## config.mk

```make
export PLATFORM = sky130hd
export DESIGN_NAME = snake_dir_arbiter
export DESIGN_NICKNAME = d
export VERILOG_FILES = /design/src/rtl/snake_pkg.sv /design/src/rtl/dir_fifo.sv /design/src/rtl/snake_dir_arbiter.sv
export SDC_FILE = /design/constraint.sdc
export NUM_CORES = 1
export LEC_CHECK = 0
export CORE_MARGIN = 10
export CORE_UTILIZATION = 56
export DETAILED_ROUTE_END_ITERATION = 6
export HOLD_SLACK_MARGIN = 0.1
export PLACE_DENSITY = 0.82
export SYNTH_ARGS = -nofsm -noshare
export SYNTH_HDL_FRONTEND = slang
export SYNTH_HIERARCHICAL = 1
export SYNTH_SLANG_ARGS = --single-unit
```

## constraint.sdc

```tcl
create_clock -name i_clk -period 4.2 [get_ports i_clk]
set_input_delay 1.26 -clock i_clk [delete_from_list [all_inputs] [get_ports i_clk]]
set_output_delay 1.26 -clock i_clk [all_outputs]
set_load 0.1 [all_outputs]
```

## src/rtl/snake_pkg.sv

```systemverilog
// Shared types for the Snake direction controller: heading encoding, reset heading, reversal helper.
package snake_pkg;

   typedef enum logic [1:0] {DIR_UP, DIR_RIGHT, DIR_DOWN, DIR_LEFT} dir_t;

   localparam dir_t DIR_RESET = DIR_RIGHT;

   // Opposite heading: flipping bit 1 swaps UP<->DOWN and RIGHT<->LEFT.
   function automatic dir_t reverse(input dir_t d);
      return dir_t'(2'(d) ^ 2'd2);
   endfunction

endpackage

```

## src/rtl/dir_fifo.sv

```systemverilog
// Small circular queue of pending headings; simultaneous push and pop are allowed, even when full.
// Exposes the head (next heading to apply) and the tail (most recently queued heading).
module dir_fifo
   import snake_pkg::*;
#(
   parameter int unsigned QDEPTH = 2
) (
   input  logic                          i_clk,
   input  logic                          i_rst_n,
   input  logic                          i_push,
   input  logic                          i_pop,
   input  dir_t                          i_data,
   output dir_t                          o_head,
   output dir_t                          o_tail,
   output logic [$clog2(QDEPTH+1)-1:0]   o_count
);

   localparam int unsigned PW = (QDEPTH > 1) ? $clog2(QDEPTH) : 1;
   localparam int unsigned CW = $clog2(QDEPTH + 1);

   dir_t            r_mem [QDEPTH];
   logic [PW-1:0]   r_rd;
   logic [PW-1:0]   r_wr;
   logic [CW-1:0]   r_count;

   logic            w_full;
   logic            w_do_pop;
   logic            w_do_push;
   logic [PW-1:0]   w_tail_idx;

   function automatic logic [PW-1:0] ptr_inc(input logic [PW-1:0] p);
      return (p == PW'(QDEPTH - 1)) ? '0 : PW'(p + PW'(1));
   endfunction

   assign w_full     = (r_count == CW'(QDEPTH));
   assign w_do_pop   = i_pop && (r_count != '0);
   // A pop in the same cycle frees the slot the push needs.
   assign w_do_push  = i_push && (!w_full || w_do_pop);
   assign w_tail_idx = (r_wr == '0) ? PW'(QDEPTH - 1) : PW'(r_wr - PW'(1));

   assign o_head  = r_mem[r_rd];
   assign o_tail  = r_mem[w_tail_idx];
   assign o_count = r_count;

   always_ff @(posedge i_clk or negedge i_rst_n) begin
      if (!i_rst_n) begin
         r_rd    <= '0;
         r_wr    <= '0;
         r_count <= '0;
         for (int i = 0; i < int'(QDEPTH); i++) r_mem[i] <= DIR_RESET;
      end else begin
         if (w_do_push) begin
            r_mem[r_wr] <= i_data;
            r_wr        <= ptr_inc(r_wr);
         end
         if (w_do_pop) r_rd <= ptr_inc(r_rd);
         case ({w_do_push, w_do_pop})
            2'b10:   r_count <= CW'(r_count + CW'(1));
            2'b01:   r_count <= CW'(r_count - CW'(1));
            default: r_count <= r_count;
         endcase
      end
   end

endmodule

```

## src/rtl/snake_dir_arbiter.sv

```systemverilog
// Snake heading controller: round-robin key arbitration, turn filtering, queued turns applied one per tick.
// Optional macro REVERSE_GUARD_EN rejects 180-degree turns against the reference heading.
module snake_dir_arbiter
   import snake_pkg::*;
#(
   parameter int unsigned QDEPTH = 2
) (
   input  logic                          i_clk,
   input  logic                          i_rst_n,
   input  logic                          i_key_up,
   input  logic                          i_key_right,
   input  logic                          i_key_down,
   input  logic                          i_key_left,
   input  logic                          i_tick,
   output dir_t                          o_dir,
   output logic                          o_step,
   output logic [$clog2(QDEPTH+1)-1:0]   o_pending,
   output logic                          o_drop
);

   localparam int unsigned CW = $clog2(QDEPTH + 1);

   dir_t            r_dir;
   logic [1:0]      r_rr;
   logic            r_step;
   logic            r_drop;

   logic [3:0]      w_keys;
   logic [1:0]      w_gidx;
   logic [1:0]      w_idx;
   logic            w_any;
   dir_t            w_grant;
   dir_t            w_head;
   dir_t            w_tail;
   dir_t            w_ref;
   logic [CW-1:0]   w_count;
   logic [CW-1:0]   w_occ;
   logic            w_pop;
   logic            w_full;
   logic            w_dup;
   logic            w_rev;
   logic            w_push;
   logic            w_losers;
   logic            w_drop;

   assign w_keys = {i_key_left, i_key_down, i_key_right, i_key_up};

   // First asserted key at or after the round-robin pointer.
   always_comb begin
      w_gidx = 2'd0;
      w_any  = 1'b0;
      w_idx  = 2'd0;
      for (int i = 0; i < 4; i++) begin
         w_idx = 2'(r_rr + 2'(i));
         if (!w_any && w_keys[w_idx]) begin
            w_gidx = w_idx;
            w_any  = 1'b1;
         end
      end
   end

   assign w_grant  = dir_t'(w_gidx);
   assign w_losers = |(w_keys & ~(4'b0001 << w_gidx));

   // Filtering uses pre-pop state, with this cycle's pop credited to occupancy.
   assign w_pop  = i_tick && (w_count != '0);
   assign w_ref  = (w_count != '0) ? w_tail : r_dir;
   assign w_occ  = CW'(w_count - CW'(w_pop));
   assign w_full = (w_occ == CW'(QDEPTH));
   assign w_dup  = (w_grant == w_ref);
`ifdef REVERSE_GUARD_EN
   assign w_rev  = (w_grant == reverse(w_ref));
`else
   assign w_rev  = 1'b0;
`endif
   assign w_push = w_any && !w_dup && !w_rev && !w_full;
   assign w_drop = w_losers || (w_any && !w_dup && (w_rev || w_full));

   dir_fifo #(.QDEPTH(QDEPTH)) u_fifo (
      .i_clk   (i_clk),
      .i_rst_n (i_rst_n),
      .i_push  (w_push),
      .i_pop   (w_pop),
      .i_data  (w_grant),
      .o_head  (w_head),
      .o_tail  (w_tail),
      .o_count (w_count)
   );

   always_ff @(posedge i_clk or negedge i_rst_n) begin
      if (!i_rst_n) begin
         r_dir  <= DIR_RESET;
         r_rr   <= 2'd0;
         r_step <= 1'b0;
         r_drop <= 1'b0;
      end else begin
         r_step <= i_tick;
         r_drop <= w_drop;
         if (w_any) r_rr  <= 2'(w_gidx + 2'd1);
         if (w_pop) r_dir <= w_head;
      end
   end

   assign o_dir     = r_dir;
   assign o_step    = r_step;
   assign o_drop    = r_drop;
   assign o_pending = w_count;

endmodule

```

==> metrics.txt <==
# TYPE chip_impl_metric gauge
chip_impl_metric{name="setup_violations",unit=""} 0
chip_impl_metric{name="min_tclk_post_route",unit="ns"} 3.436
chip_impl_metric{name="final_antenna_net_count",unit=""} 0
chip_impl_metric{name="final_layout_size_suffix_gt1_frac",unit=""} 0.2660
chip_impl_metric{name="post-synth-top-area-fraction",unit=""} 0.3121
chip_impl_metric{name="arrival_time_worst_endpoint",unit="ns"} 3.61
chip_impl_metric{name="synth_enable_flop_cells",unit=""} 0
chip_impl_metric{name="tightestPinTransition",unit="ns"} 0.9764
chip_impl_metric{name="ctsResizeCount",unit=""} 0
chip_impl_metric{name="syn_inst",unit=""} 78
chip_impl_metric{name="fin_worst_skew",unit="ns"} 0.009374
chip_impl_metric{name="die_height",unit="um"} 59.69
chip_impl_info{name="criticalPathCategory",value="input port to flop"} 1
chip_impl_metric{name="final_layout_fill_cell_count",unit=""} 112
chip_impl_metric{name="clock_insertion_delay_worst_skew",unit="ns"} 0.29
chip_impl_metric{name="dp_wirelength",unit="mm"} 1.336
chip_impl_metric{name="design.core.area",unit="sq um"} 1506
chip_impl_metric{name="cp.required",unit="ns"} 4.37
chip_impl_metric{name="remaining_drc_errors",unit=""} 0
chip_impl_info{name="rsz0062_at_grt",value="false"} 1
chip_impl_metric{name="initial_core_utilization",unit=""} 0.5855
chip_impl_info{name="cp-start-kind",value="input port"} 1
chip_impl_info{name="clock_tree_from_tritoncts",value="yes"} 1
chip_impl_metric{name="period_share",unit=""} 0.8180
chip_impl_metric{name="cap_violations",unit=""} 0
chip_impl_metric{name="final_max_slew_viol_count",unit=""} 0
chip_impl_metric{name="grt.overflow.total",unit=""} 0
chip_impl_metric{name="area_growth",unit="%"} 19.72
chip_impl_metric{name="cts_buffer_depth",unit=""} 2
chip_impl_metric{name="timing.setup.tns",unit="ns"} 0
chip_impl_metric{name="synth_cell_area",unit="sq um"} 882.1
chip_impl_metric{name="chip_width",unit="um"} 59.69
chip_impl_metric{name="wirelength",unit="mm"} 1.697
chip_impl_metric{name="post_cts.repair.setup_buffers",unit=""} 0
chip_impl_metric{name="ctsHoldBuffers",unit=""} 0
chip_impl_info{name="yosys.area.top_type",value="sky130_fd_sc_hd__dfrtp_1"} 1
chip_impl_metric{name="cts_max_level",unit=""} 1
chip_impl_metric{name="cts.clk_slew.worst_paths",unit="ns"} 0.07
chip_impl_info{name="outcome",value="finished, final reports clean"} 1
chip_impl_metric{name="timing.reg2reg.setup_slack",unit="ns"} 1.80
chip_impl_metric{name="detailroute.via_count",unit=""} 620
chip_impl_metric{name="mappedNetlistNets",unit=""} 85
chip_impl_metric{name="num_antenna_cells",unit=""} 0
chip_impl_info{name="postSynth.topFlopCell",value="sky130_fd_sc_hd__dfrtp_1"} 1
chip_impl_metric{name="cts-buffers-inserted",unit=""} 3
chip_impl_metric{name="routabilityCongestion",unit=""} 0.7849
chip_impl_metric{name="tritoncts_sink_count",unit=""} 14
chip_impl_metric{name="ys_seq_area_frac",unit=""} 0.4014
chip_impl_info{name="yosysMostFrequentCell",value="sky130_fd_sc_hd__dfrtp_1"} 1
chip_impl_metric{name="critical_path.max_fanout",unit=""} 7
chip_impl_metric{name="largest_net_degree_at_the_start_of_global_routing",unit=""} 15
chip_impl_metric{name="detailed_router_iteration_count_before_antenna_repair",unit=""} 4
chip_impl_metric{name="antenna_found_initial",unit=""} 0
chip_impl_metric{name="postSynthRegisterBits",unit=""} 14
chip_impl_info{name="cts.root.buffer_cell",value="sky130_fd_sc_hd__clkbuf_4"} 1
chip_impl_metric{name="grt_pass1_wl",unit="mm"} 2.842
chip_impl_metric{name="grt_pass1_vias",unit=""} 612
chip_impl_metric{name="finalHoldViolCount",unit=""} 0
chip_impl_metric{name="rows",unit=""} 14
chip_impl_info{name="hp-class",value="flop to flop"} 1
chip_impl_metric{name="wl_per_cell",unit="um"} 15.43
chip_impl_metric{name="syn_avg_cell_area",unit="sq um"} 11.31
chip_impl_info{name="netlist_top_cells_area",value="sky130_fd_sc_hd__dfrtp_1 31%, sky130_fd_sc_hd__dfstp_2 8.9%, sky130_fd_sc_hd__mux2_2 7.7%"} 1
chip_impl_metric{name="via_per_inst",unit=""} 5.636
chip_impl_metric{name="drt_first_iter_violations",unit=""} 1
chip_impl_metric{name="die-area",unit="sq um"} 3563
chip_impl_metric{name="design.final.nets",unit=""} 102
chip_impl_metric{name="gr-usage-all-layers",unit=""} 0.1029
chip_impl_metric{name="async_s_r_ff_share_synth",unit=""} 1.000
chip_impl_metric{name="fmax",unit="GHz"} 0.2911
chip_impl_info{name="synth.top_cells.by_count",value="11 x sky130_fd_sc_hd__dfrtp_1, 6 x sky130_fd_sc_hd__mux2_2, 5 x sky130_fd_sc_hd__a21oi_1, 5 x sky130_fd_sc_hd__mux2i_1"} 1
chip_impl_metric{name="ys_types",unit=""} 34
chip_impl_info{name="endpoint_kind",value="flop"} 1
chip_impl_metric{name="maxSlewHeadroom",unit=""} 0.3470
chip_impl_metric{name="io_pins",unit=""} 13
chip_impl_metric{name="io_buf_count",unit=""} 12
chip_impl_metric{name="yosysWarningCount",unit=""} 6
metrics by stage:
stage / hold WS [ns] / worst slack (ns) / area (sq um) / util / instances
after CTS: 0.5247 / 0.7972 / 1056 / 0.7010 / 110
after global placement: 0.5008 / 0.5589 / 1020 / 0.6769 / 106
final: 0.5230 / 0.7644 / 1056 / 0.7010 / 110
after detailed placement: 0.5059 / 0.4865 / 1020 / 0.6769 / 106
after floorplan: 0.4710 / 1.390 / 882.1 / - / 78
after global routing: 0.5749 / 0.6468 / 1056 / 0.7010 / 110
routing by layer:
layer  up-vias  wire, um  GRT usage  part of all wire
met4         0        23    0.02885             0.014
li1        311         -          -                 -
met3         2        89    0.05297             0.052
met5         -         0          0                 0
met1       298       787     0.1278              0.46
met2         9       797     0.1515              0.47
logic make-up after synthesis:
kind of cell    Yosys count  synth area share
simple gates             20            0.1674
mux                      15            0.1929
xor+xnor                  5           0.04965
buf+inv                   4           0.01702
compound gates           19            0.1603
fa+ha+maj                 1           0.01135
flops                    14            0.4014
state kept, by name, summed over array words and instances (netlist names):
signal,cells
u_fifo/r_mem,4
o_dir,2
r_rr,2
u_fifo/o_count,2
o_drop,1
o_step,1
u_fifo/r_rd,1
u_fifo/r_wr,1
path summary, 6_finish.rpt:
check | startpoint | end | cells after the start
worst max-delay path | i_key_up | u_fifo/r_mem[3]$_DFFE_PN0P_ | 8
worst min-delay path | u_fifo/r_mem[3]$_DFFE_PN0P_ | u_fifo/r_mem[3]$_DFFE_PN0P_ | 1
worst max register to register | u_fifo/o_count[0]$_DFFE_PN0P_ | u_fifo/r_mem[3]$_DFFE_PN0P_ | 6
worst min register to register | u_fifo/r_mem[3]$_DFFE_PN0P_ | u_fifo/r_mem[3]$_DFFE_PN0P_ | 1
max in group asynchronous | i_rst_n | r_rr[0]$_DFFE_PN0P_ | 1
min in group asynchronous | i_rst_n | o_drop$_DFF_PN0_ | 1
placed cells by master (no fill, tap or decap), types with 3 or more instances in the layout:
cell | synthesis | layout
sky130_fd_sc_hd__clkbuf_4 | 0 | 3
sky130_fd_sc_hd__nand2_1 | 3 | 3
sky130_fd_sc_hd__xnor2_1 | 3 | 3
sky130_fd_sc_hd__inv_1 | 4 | 4
sky130_fd_sc_hd__nor2_1 | 3 | 3
sky130_fd_sc_hd__o21ai_0 | 3 | 3
sky130_fd_sc_hd__mux2_2 | 6 | 6
sky130_fd_sc_hd__clkdlybuf4s50_1 | 0 | 11
sky130_fd_sc_hd__mux2i_1 | 5 | 5
sky130_fd_sc_hd__a21oi_1 | 5 | 5
sky130_fd_sc_hd__dfrtp_1 | 11 | 11
sky130_fd_sc_hd__nand2b_1 | 4 | 4
sky130_fd_sc_hd__dfstp_2 | 3 | 3
worst max-delay path, cell delays in order:
cell	delay [ns]
sky130_fd_sc_hd__clkdlybuf4s50_1	0.64
sky130_fd_sc_hd__a21oi_2	0.09
sky130_fd_sc_hd__o21ai_1	0.15
sky130_fd_sc_hd__o2bb2a_4	0.19
sky130_fd_sc_hd__xor2_1	0.19
sky130_fd_sc_hd__a211oi_2	0.40
sky130_fd_sc_hd__nor3b_2	0.33
sky130_fd_sc_hd__mux2_1	0.35
final cells by class:
cell class | count | area (sq um) | area share
multi-input combinational | 60 | 513.0 | 0.4858
sequential | 14 | 354.1 | 0.3353
timing repair buffer | 12 | 117.6 | 0.1114
clock buffer | 4 | 36.28 | 0.03436
tap | 16 | 20.02 | 0.01896
inverter | 4 | 15.01 | 0.01422
Power is not shown: default switching activity piles up to over one toggle a cycle in this logic, so the estimate is an artifact.
